--- src/rtl/mem_port_arbiter.sv ---
// Round-robin arbiter that owns port B of the dual-port RAM and shares it among
// three requesters (glyph fetch, I/O, debug loader), returning read data one cycle after grant.
module mem_port_arbiter #(
    parameter int ADDR_W = 10,
    parameter int DATA_W = 16
) (
    input  logic              clk,
    input  logic              rst,
    input  logic [2:0]        req,
    input  logic [2:0]        we,
    input  logic [ADDR_W-1:0] addr0,
    input  logic [ADDR_W-1:0] addr1,
    input  logic [ADDR_W-1:0] addr2,
    input  logic [DATA_W-1:0] wdata0,
    input  logic [DATA_W-1:0] wdata1,
    input  logic [DATA_W-1:0] wdata2,
    output logic [2:0]        gnt,
    output logic [2:0]        rvalid,
    output logic [DATA_W-1:0] rdata,
    output logic [ADDR_W-1:0] ram_addr,
    output logic              ram_we,
    output logic [DATA_W-1:0] ram_wdata,
    input  logic [DATA_W-1:0] ram_q,
    output logic              busy
);

    logic [2:0]        gnt_q, gnt_d;
    logic [2:0]        rvalid_q, rvalid_d;
    logic [1:0]        ptr_q, ptr_d;
    logic [ADDR_W-1:0] ram_addr_q, ram_addr_d;
    logic              ram_we_q, ram_we_d;
    logic [DATA_W-1:0] ram_wdata_q, ram_wdata_d;
    logic              busy_q, busy_d;

    logic [2:0]        elig_s;
    logic              win_valid_s;
    logic [1:0]        win_idx_s;
    logic [1:0]        cand_s;

    function automatic logic [1:0] inc_mod3(input logic [1:0] v);
        case (v)
            2'd0:    inc_mod3 = 2'd1;
            2'd1:    inc_mod3 = 2'd2;
            default: inc_mod3 = 2'd0;
        endcase
    endfunction

    // Winner search: first eligible requester starting at the pointer; the
    // requester granted this cycle sits out so a held req cannot double-grant.
    always_comb begin
        elig_s      = req & ~gnt_q;
        win_valid_s = 1'b0;
        win_idx_s   = 2'd0;
        cand_s      = (ptr_q == 2'd3) ? 2'd0 : ptr_q;
        for (int k = 0; k < 3; k++) begin
            if (!win_valid_s && elig_s[cand_s]) begin
                win_valid_s = 1'b1;
                win_idx_s   = cand_s;
            end else begin
                win_valid_s = win_valid_s;
            end
            cand_s = inc_mod3(cand_s);
        end
    end

    // Next-state for grant, pointer and the registered RAM port B drive.
    always_comb begin
        gnt_d       = 3'b000;
        ptr_d       = ptr_q;
        ram_addr_d  = ram_addr_q;
        ram_we_d    = 1'b0;
        ram_wdata_d = {DATA_W{1'b0}};
        if (win_valid_s) begin
            gnt_d    = 3'b001 << win_idx_s;
            ptr_d    = inc_mod3(win_idx_s);
            ram_we_d = we[win_idx_s];
            case (win_idx_s)
                2'd0: begin
                    ram_addr_d  = addr0;
                    ram_wdata_d = wdata0;
                end
                2'd1: begin
                    ram_addr_d  = addr1;
                    ram_wdata_d = wdata1;
                end
                default: begin
                    ram_addr_d  = addr2;
                    ram_wdata_d = wdata2;
                end
            endcase
        end else begin
            gnt_d = 3'b000;
        end
        // RAM read latency is one cycle, so the read's rvalid trails its grant by one.
        rvalid_d = ram_we_q ? 3'b000 : gnt_q;
        busy_d   = (|gnt_d) | (|rvalid_d);
    end

    // State registers; reset clears ram_we at once so no write escapes after rst rises.
    always_ff @(posedge clk or posedge rst) begin
        if (rst) begin
            gnt_q       <= 3'b000;
            rvalid_q    <= 3'b000;
            ptr_q       <= 2'd0;
            ram_addr_q  <= {ADDR_W{1'b0}};
            ram_we_q    <= 1'b0;
            ram_wdata_q <= {DATA_W{1'b0}};
            busy_q      <= 1'b0;
        end else begin
            gnt_q       <= gnt_d;
            rvalid_q    <= rvalid_d;
            ptr_q       <= ptr_d;
            ram_addr_q  <= ram_addr_d;
            ram_we_q    <= ram_we_d;
            ram_wdata_q <= ram_wdata_d;
            busy_q      <= busy_d;
        end
    end

    assign gnt       = gnt_q;
    assign rvalid    = rvalid_q;
    assign ram_addr  = ram_addr_q;
    assign ram_we    = ram_we_q;
    assign ram_wdata = ram_wdata_q;
    assign busy      = busy_q;
    assign rdata     = ram_q;

endmodule

--- config.mk ---
export PLATFORM = sky130hd
export DESIGN_NAME = mem_port_arbiter
export DESIGN_NICKNAME = d
export VERILOG_FILES = /design/src/rtl/mem_port_arbiter.sv
export SDC_FILE = /design/constraint.sdc
export NUM_CORES = 1
export LEC_CHECK = 0
export ABC_AREA = 1
export BUFFER_PORTS_ARGS = -buffer_cell sky130_fd_sc_hd__buf_2
export CAP_MARGIN = 20
export CORE_MARGIN = 2
export CORE_UTILIZATION = 38
export DETAILED_ROUTE_END_ITERATION = 12
export PLACE_DENSITY = 0.83
export SKIP_CTS_REPAIR_TIMING = 1
export SYNTH_ARGS = -nofsm -noshare
export SYNTH_HDL_FRONTEND = slang
export SYNTH_SLANG_ARGS = --single-unit
export TNS_END_PERCENT = 30
--- constraint.sdc ---
create_clock -name clk -period 1.9 [get_ports clk]
set_input_delay 0.38 -clock clk [delete_from_list [all_inputs] [get_ports clk]]
set_output_delay 0.38 -clock clk [all_outputs]
set_load 0.02 [all_outputs]
Yosys cells after proc, flatten, opt, wreduce, memory -nomap -nowiden:

Cells that the tools add are included.

* register bits after elaboration: 36
* output and inout bits: 50
* logic and storage cells: 52
* input port bits: 102

* muxes and demuxes: 24
* bitwise operators: 3
* equal/unequal tests: 4
* shift-type cells: 1
* magnitude comparators: 4
* reductions and logical operators: 9

Operators by type and width (count)
* 16-bit case mux with 2 select lines: 1
* 10-bit case mux with 2 select lines: 1
* 16-bit two-way mux: 1
* 2-bit by 3-bit less-than comparator with 1-bit output (second input constant): 4
* 2-bit case mux with 2 select lines: 3
* 1-bit binary-select mux with 2-bit select: 4
* 1-bit two-way mux: 8
* 2-bit two-way mux: 4
* 2-bit by 1-bit == test with 1-bit output (second input constant): 3
* 2-bit zero test: 3
* 3-bit two-way mux: 2
* 3-bit OR reduction: 2
* 3-bit AND: 1
* 3-bit NOT: 1
* 1-bit by 2-bit left shift with 3-bit output (first input constant): 1
* 2-bit == test (second input constant): 1
* 1-bit logical AND: 2
* 1-bit zero test: 2
* 1-bit OR: 1

Logic depth before layout (Yosys ltp):

Gate-level depths: netlist (run 1).

* word-level depth: 15
* gate-level depth with buffers: 16
* mapped depth without buffers: 15

Worst setup path after synthesis (run 1):

OpenSTA, ideal clock, no wires.

* kind: register to register
* start point: register ptr_q[0]
* end point: register ram_addr_q[4], in the netlist ram_addr[4]
* path slack: 0.011 ns
* data required time: 1.783 ns
* arrival: 1.771 ns
* stages on the path, launching flop included: 16
* clock period less this slack: 1.889 ns
* library setup time: 0.117 ns
* cell sequence: dfrtp_1 inv_1 ha_1 inv_2 nand3_1 nand3_1 nand2_1 nand3_1 nor2_2 nor2_4 inv_2 buf_6 nand2_1 nand2_1 nor2_1 nor2_1

* longest elaborated chain between the ends: 13

Ends and longest elaborated chain
* start: declaration: line 29 `logic [1:0] ptr_q, ptr_d;`
* start signal: assignment: line 112 `ptr_q <= ptr_d;`
* 2-bit == test: line 54 `cand_s = (ptr_q == 2'd3) ? 2'd0 : ptr_q;`
* 2-bit two-way mux *: line 54
* branches (longest 11 deep; another with 10-bit case mux with 2 select lines)
* end signal: assignment: line 105 `ram_addr_q <= {ADDR_W{1'b0}};`
* end signal: assignment: line 113 `ram_addr_q <= ram_addr_d;`
* end: declaration: line 30 `logic [ADDR_W-1:0] ram_addr_q, ram_addr_d;`

Every way passes the cells marked *. The select of a mux whose other input is x is not followed.
A chain may end at the register's enable or synchronous reset.

Final worst setup path (run 1):

* start point: register ptr_q[0]
* end point: register ram_addr_q[1], in the netlist ram_addr[1]

Same word-level chain as after synthesis.

==> flow_summary.yaml, run 1 <==
run_status:
  outcome: "complete, but fails checks"
  failed_checks: "negative setup slack"
place:
  portBuffers: 119
  place.gp.congestion: 0.819
  placed_cells: 508
  dpl_cell_area_um2: 2900
  dpl.hpwl_um: 4660
global_route:
  antenna_found_initial: 0
  grt.overflow.total: 0
  grt_util_all_layers: 0.180
  grt_max_degree: 21
  grt_first_pass_wirelength_um: 8960
  grt_pass1_vias: 2098
flow_run:
  maxCapViolCount: 0
layout:
  area_delta_synth_final_pct: 43.2
  antenna_cells: 0
  final_cells: 519
  final_layout_size_suffix_gt1_frac: 0.443
  final_cell_mix: "buf_2 (119), nand2_1 (95), nor2_1 (55)"
  final_common_cell: "buf_2"
  final_util: 0.569
  post-route-cell-area_um2: 3170
  fillers: 540
  nets: 551
timing:
  tightest_slew_ps: 277
  fin_tns_setup_ps: -834
  fmax_mhz: 507
  postLayoutSetupSlackWorst_ps: -70.8
  whs_ps: 108
  rsz0062_at_grt: "yes"
  period_share: 1.04
  fin_worst_skew_ps: 5.77
  hold_viol: 0
  layout_min_cycle_time_ps: 1970
  finalMaxSlewViolations: 0
  slew_headroom: 0.815
  setup_viol: 23
power:
  powerDensity_nw_per_um2: 2280
  power.leakage_nw: 1.86
  ir_drop_mv: 1.17
  comb_power_share: 0.721
  seq_power_share: 0.187
  intPower_mw: 3.68
  clock_power_share: 0.092
  power.share.switching: 0.492
  p_switching_mw: 3.57
routing:
  wl_um: 6090
  postRouteAntennaNets: 0
  first_pass_iters: 4
  first_iter_violations: 96
  wire_per_inst_um: 11.7
  viasPerCell: 4.66
  dr_total_vias: 2417
  drc: 0
min_path:
  min_path_type: "input pin to async pin"
yosys:
  avgSynthCellArea_um2: 6.94
  yosysSeqAreaShare: 0.407
  yosys_warnings: 0
  netlist_instances: 319
  ys_ff_latch: 36
  ys_types: 20
  synth_area_um2: 2210
  synth_nets: 424
worst_setup_path:
  endpoint_kind: "flop"
  cp.arrival_ps: 2160
  startpoint_type: "flop"
  reg2reg_from: "ptr_q[0]$_DFFE_PP0P_"
  path_class: "flop to flop"
  r2r_end: "ram_addr[1]$_DFFE_PP0P_"
  rr_worst_depth: 11
  worstPathMaxFanout: 6
  rrSetupSlack_ps: -70
  crit_required_ps: 2080
die:
  dieArea_um2: 6450
  dieHeight_um: 80.3
  io_pins: 152
  start_util: 0.397
  rows: 27
  coreArea_um2: 5570
  dieWidth_um: 80.3
clocking:
  cts_max_level: 2
  clkTransAtPathRegs_ps: 70
  cts.path.max_buffers: 2
  cts_buffers: 5
  clkSinkCount: 36
  clock_latency_ps: 290
  root_buffer: "clkbuf_8"
  cts_tree: "built"
[cell usage after synthesis]
library cell	instances	share of area
buf_2	3	0.0068
buf_4	20	0.068
buf_6	3	0.015
clkbuf_1	2	0.0034
dfrtp_1	36	0.41
ha_1	3	0.017
inv_1	27	0.046
inv_2	4	0.0068
nand2_1	98	0.17
nand2_2	3	0.0085
nand2_4	1	0.0051
nand3_1	37	0.084
nand3_2	1	0.0045
nand4_1	3	0.0085
nor2_1	59	0.10
nor2_2	12	0.034
nor2_4	1	0.0051
nor3_1	1	0.0023
o21ai_0	4	0.0090
o21bai_1	1	0.0034
[power by group through the flow]
stage	Clock, mW	Sequential, mW	Combinational [mW]
detailed placement	0	1.35	4.68
global placement	0	1.33	4.57
finish	0.668	1.35	5.22
floorplan	0	1.76	2.81
CTS	0.688	1.34	4.70
global route	0.720	1.38	5.80
[kinds of logic (layout without fill, tap and decap cells)]
| kind of cell | count (synthesis) | in the layout | synth area share |
|---|---|---|---|
| simple gates | 216 | 216 | 0.418 |
| buf+inv | 59 | 187 | 0.146 |
| flops | 36 | 36 | 0.407 |
| compound gates | 5 | 5 | 0.0124 |
| fa+ha+maj | 3 | 3 | 0.0170 |
[worst max-delay path: stages, from the launching register on]
cell     delay, ps
dfrtp_1        420
inv_2           70
ha_4           290
buf_4          120
nand3_2         90
nand2_2        100
buf_4          110
nand4_1        220
nand3_1        200
nand3_1         90
nor2_1          90
nor2_1          50
[sequential cells by signal (all words and copies together), names as in the netlist]
name	cells
ram_addr	10
ptr_q	2
rvalid	3
ram_wdata	16
ram_we	1
busy	1
gnt	3
[metal layers]
| metal | track usage | vias up | routed length (um) |
|---|---|---|---|
| li1 | - | 1210 | - |
| met1 | 0.200 | 1087 | 2510 |
| met2 | 0.327 | 104 | 3080 |
| met3 | 0.0360 | 16 | 373 |
| met4 | 0.0864 | 0 | 113 |
| met5 | 0 | - | 0 |
[final cells by class]
class / instances / area (um2) / area share
inverters: 31 / 121 / 0.0383
repair buffers: 148 / 855 / 0.270
multi-input cells: 224 / 1090 / 0.344
clock buffers: 5 / 68.8 / 0.0217
well taps: 72 / 90.1 / 0.0284
flip-flops and latches: 36 / 902 / 0.285
clock inverters: 3 / 42.5 / 0.0134
[through the flow]
stage               total power [mW]  setup WS [ps]
finish                          7.24          -70.8
global route                    7.90           -254
CTS                             6.72           -192
detailed placement              6.03           -149
global placement                5.90          -78.4
floorplan                       4.57           11.1
[how the worst max path moves through the flow]
| stage | startpoint | depth (start not counted) | slack, ps | to |
|---|---|---|---|---|
| 3_5_place_dp | ptr_q[1]$_DFFE_PP0P_ | 15 | -150 | ram_addr[2]$_DFFE_PP0P_ |
| 3_3_place_gp | ptr_q[1]$_DFFE_PP0P_ | 15 | -80 | ram_addr[2]$_DFFE_PP0P_ |
| 2_1_floorplan | ptr_q[0]$_DFFE_PP0P_ | 15 | 10 | ram_addr[4]$_DFFE_PP0P_ |
| 6_report | ptr_q[0]$_DFFE_PP0P_ | 11 | -70 | ram_addr[1]$_DFFE_PP0P_ |
| 5_1_grt | ptr_q[0]$_DFFE_PP0P_ | 11 | -250 | ram_addr[7]$_DFFE_PP0P_ |
| 4_1_cts | ptr_q[1]$_DFFE_PP0P_ | 15 | -190 | ram_addr[2]$_DFFE_PP0P_ |
No activity file was read; power rests on OpenSTA's default activity.
==> run 2: changes to the inputs <==
- ABC_AREA: 1 -> default
- CORE_UTILIZATION: 38 -> 36
==> run 2 against run 1 <==
  * The run still ends with negative setup slack left
  * Clock-buffer cell count is 3 higher
  * Largest power group unchanged
  * Routed wire length is 1.2% higher
  * Largest cell class is now non-clock buffers
  * Global-route usage is 2.0 points higher
==> flow_summary.yaml, run 2 <==
run_status:
  outcome: "complete, but fails checks"
  failed_checks: "negative setup slack"
global_route:
  grt_util_all_layers: 0.201
  antenna_found_initial: 0
  grt_pass1_vias: 2159
  grt.overflow.total: 0
  grt_first_pass_wirelength_um: 9650
  grt_max_degree: 37
yosys:
  ys_ff_latch: 36
  yosys-top-cells-count: "dfrtp_1 (36), nor2_1 (21), buf_4 (16)"
  yosysSeqAreaShare: 0.457
  ys.flop_type: "dfrtp_1"
  synth_most_common_cell: "dfrtp_1"
  ys_types: 40
  synth_edf_count: 0
  avgSynthCellArea_um2: 10.4
  yosys_warnings: 0
  ys_top_cells_by_area: "dfrtp_1 (46%), buf_4 (6.1%), a222oi_1 (4.6%), a221oi_1 (4.0%), nor2_1 (4.0%)"
  synth_nets: 295
  yosysTopAreaCell: "dfrtp_1"
  synth_top_area_share: 0.457
  synth_area_um2: 1970
  async_flop_share: 1.00
  netlist_instances: 190
worst_setup_path:
  crit_slowest_cell: "a2111oi_4"
  crit_top_cell: "buf_4"
  crit_family: "compound AO/OA/AOI/OAI gates"
  startpoint_type: "flop"
  crit_chain: "buf_4, ha_4, nand3b_1, o22ai_2, a211oi_2, a2111oi_4, buf_4, buf_6, a222oi_1, nor2_1"
  path_class: "flop to flop"
  crit_required_ps: 2110
  critical_path.max_stage_delay_ps: 430
  endpoint_kind: "flop"
  critPathBufInv: 3
  cp.arrival_ps: 2550
  worstPathMaxFanout: 10
power:
  ir_drop_mv: 0.875
  power.leakage_nw: 1.57
  powerDensity_nw_per_um2: 2180
place:
  portBuffers: 119
  dpl.hpwl_um: 4690
  dp_slack_ps: -983
  dpl_cell_area_um2: 2790
  placed_cells: 391
  place.gp.congestion: 0.953
clocking:
  cts_buffers: 5
  clkSinkCount: 36
  cts_max_level: 2
  clkTransAtPathRegs_ps: 70
  clock_latency_ps: 280
  cts.path.max_buffers: 2
  root_buffer: "clkbuf_8"
  cts_tree: "built"
die:
  rows: 26
  dieArea_um2: 6090
  dieHeight_um: 78.0
  start_util: 0.379
  dieWidth_um: 78.0
  io_pins: 152
  coreArea_um2: 5200
layout:
  largest_register_ff_count: 16
  final_cell_mix: "buf_2 (119), buf_4 (39), dfrtp_1 (36)"
  fillers: 475
  nets: 439
  final_common_cell: "buf_2"
  area_delta_synth_final_pct: 52.9
  final_layout_size_suffix_gt1_frac: 0.564
  final_cells: 405
  post-route-cell-area_um2: 3020
  antenna_cells: 0
timing:
  postLayoutSetupSlackWorst_ps: -445
  slew_headroom: 0.676
  setup_viol: 33
  layout_min_cycle_time_ps: 2340
  fin_worst_skew_ps: 3.74
  finalMaxSlewViolations: 0
  tightest_slew_ps: 485
  rsz0062_at_grt: "yes"
  fmax_mhz: 426
  hold_viol: 0
  period_share: 1.23
routing:
  wire_per_inst_um: 15.2
  postRouteAntennaNets: 0
  first_iter_violations: 142
  wl_um: 6160
  dr_total_vias: 2092
  first_pass_iters: 7
  viasPerCell: 5.17
  drc: 0
min_path:
  min_path_type: "input pin to async pin"
flow_run:
  maxCapViolCount: 0
-- run 2: changes by cell type after synthesis, sizes merged, moves of 10 or more --
cell,before,now
nand3,38,1
a221oi,0,10
nor2,72,21
a21oi,0,17
nand2,102,12
inv,31,4
-- run 2: worst min-delay path, cell delays in order --
cell and delay (ps):
buf_2 100, inv_1 40, buf_4 390
-- run 2: final cells by class --
type	count	area (um2)	area share
flip-flops and latches	36	901	0.299
clock buffers	8	90.1	0.0299
repair buffers	164	965	0.320
inverters	4	15.0	0.00498
well taps	70	87.6	0.0290
multi-input cells	123	958	0.318
-- run 2: routing by layer --
metal | part of all wire | global-route usage | routed length [um]
met1 | 0.37 | 0.231 | 2290
met2 | 0.51 | 0.353 | 3140
met3 | 0.078 | 0.0379 | 478
met4 | 0.041 | 0.105 | 251
met5 | 0 | 0 | 0
-- run 2: worst paths after layout --
path	endpoint	depth (start not counted)	startpoint	slack, ps
setup / recovery	ram_wdata[8]$_DFF_PP0_	10	ptr_q[1]$_DFFE_PP0P_	-440
hold / removal	ram_wdata[1]$_DFF_PP0_	3	rst	190
setup reg to reg	ram_wdata[8]$_DFF_PP0_	10	ptr_q[1]$_DFFE_PP0P_	-440
hold reg to reg	ram_addr[9]$_DFFE_PP0P_	2	ram_addr[9]$_DFFE_PP0P_	510
max in group asynchronous	ram_wdata[0]$_DFF_PP0_	3	rst	1380
min in group clk	ram_wdata[5]$_DFF_PP0_	2	wdata0[5]	300
-- run 2: per-stage QoR --
step / setup TNS, ps / power, mW / util / hold WS (ps)
after global placement: -18540 / 5.44 / 0.536 / 497
final: -11380 / 6.57 / 0.580 / 185
after CTS: -22760 / 6.15 / 0.553 / 200
after global routing: -15300 / 7.09 / 0.580 / 230
after floorplan: -9860 / 4.03 / - / 483
after detailed placement: -22170 / 5.58 / 0.536 / 504
-- run 2: kinds of logic (layout without fill, tap and decap cells) --
logic type,Yosys count,in the layout,synth area share
AOI/OAI and AO/OA,62,62,0.261
muxes,1,1,0.00507
DFF,36,36,0.457
and+or+nand+nor,57,57,0.159
adders and majority gates,3,3,0.0190
buffers and inverters,31,176,0.100
-- run 2: power by group --
part           switching [mW]  leakage, nW  total [mW]  internal (mW)
sequential              0.146        0.439        1.31           1.16
clock                   0.251       0.0455       0.547          0.296
combinational            2.50         1.08        4.71           2.21
total                    2.90         1.57        6.57           3.67
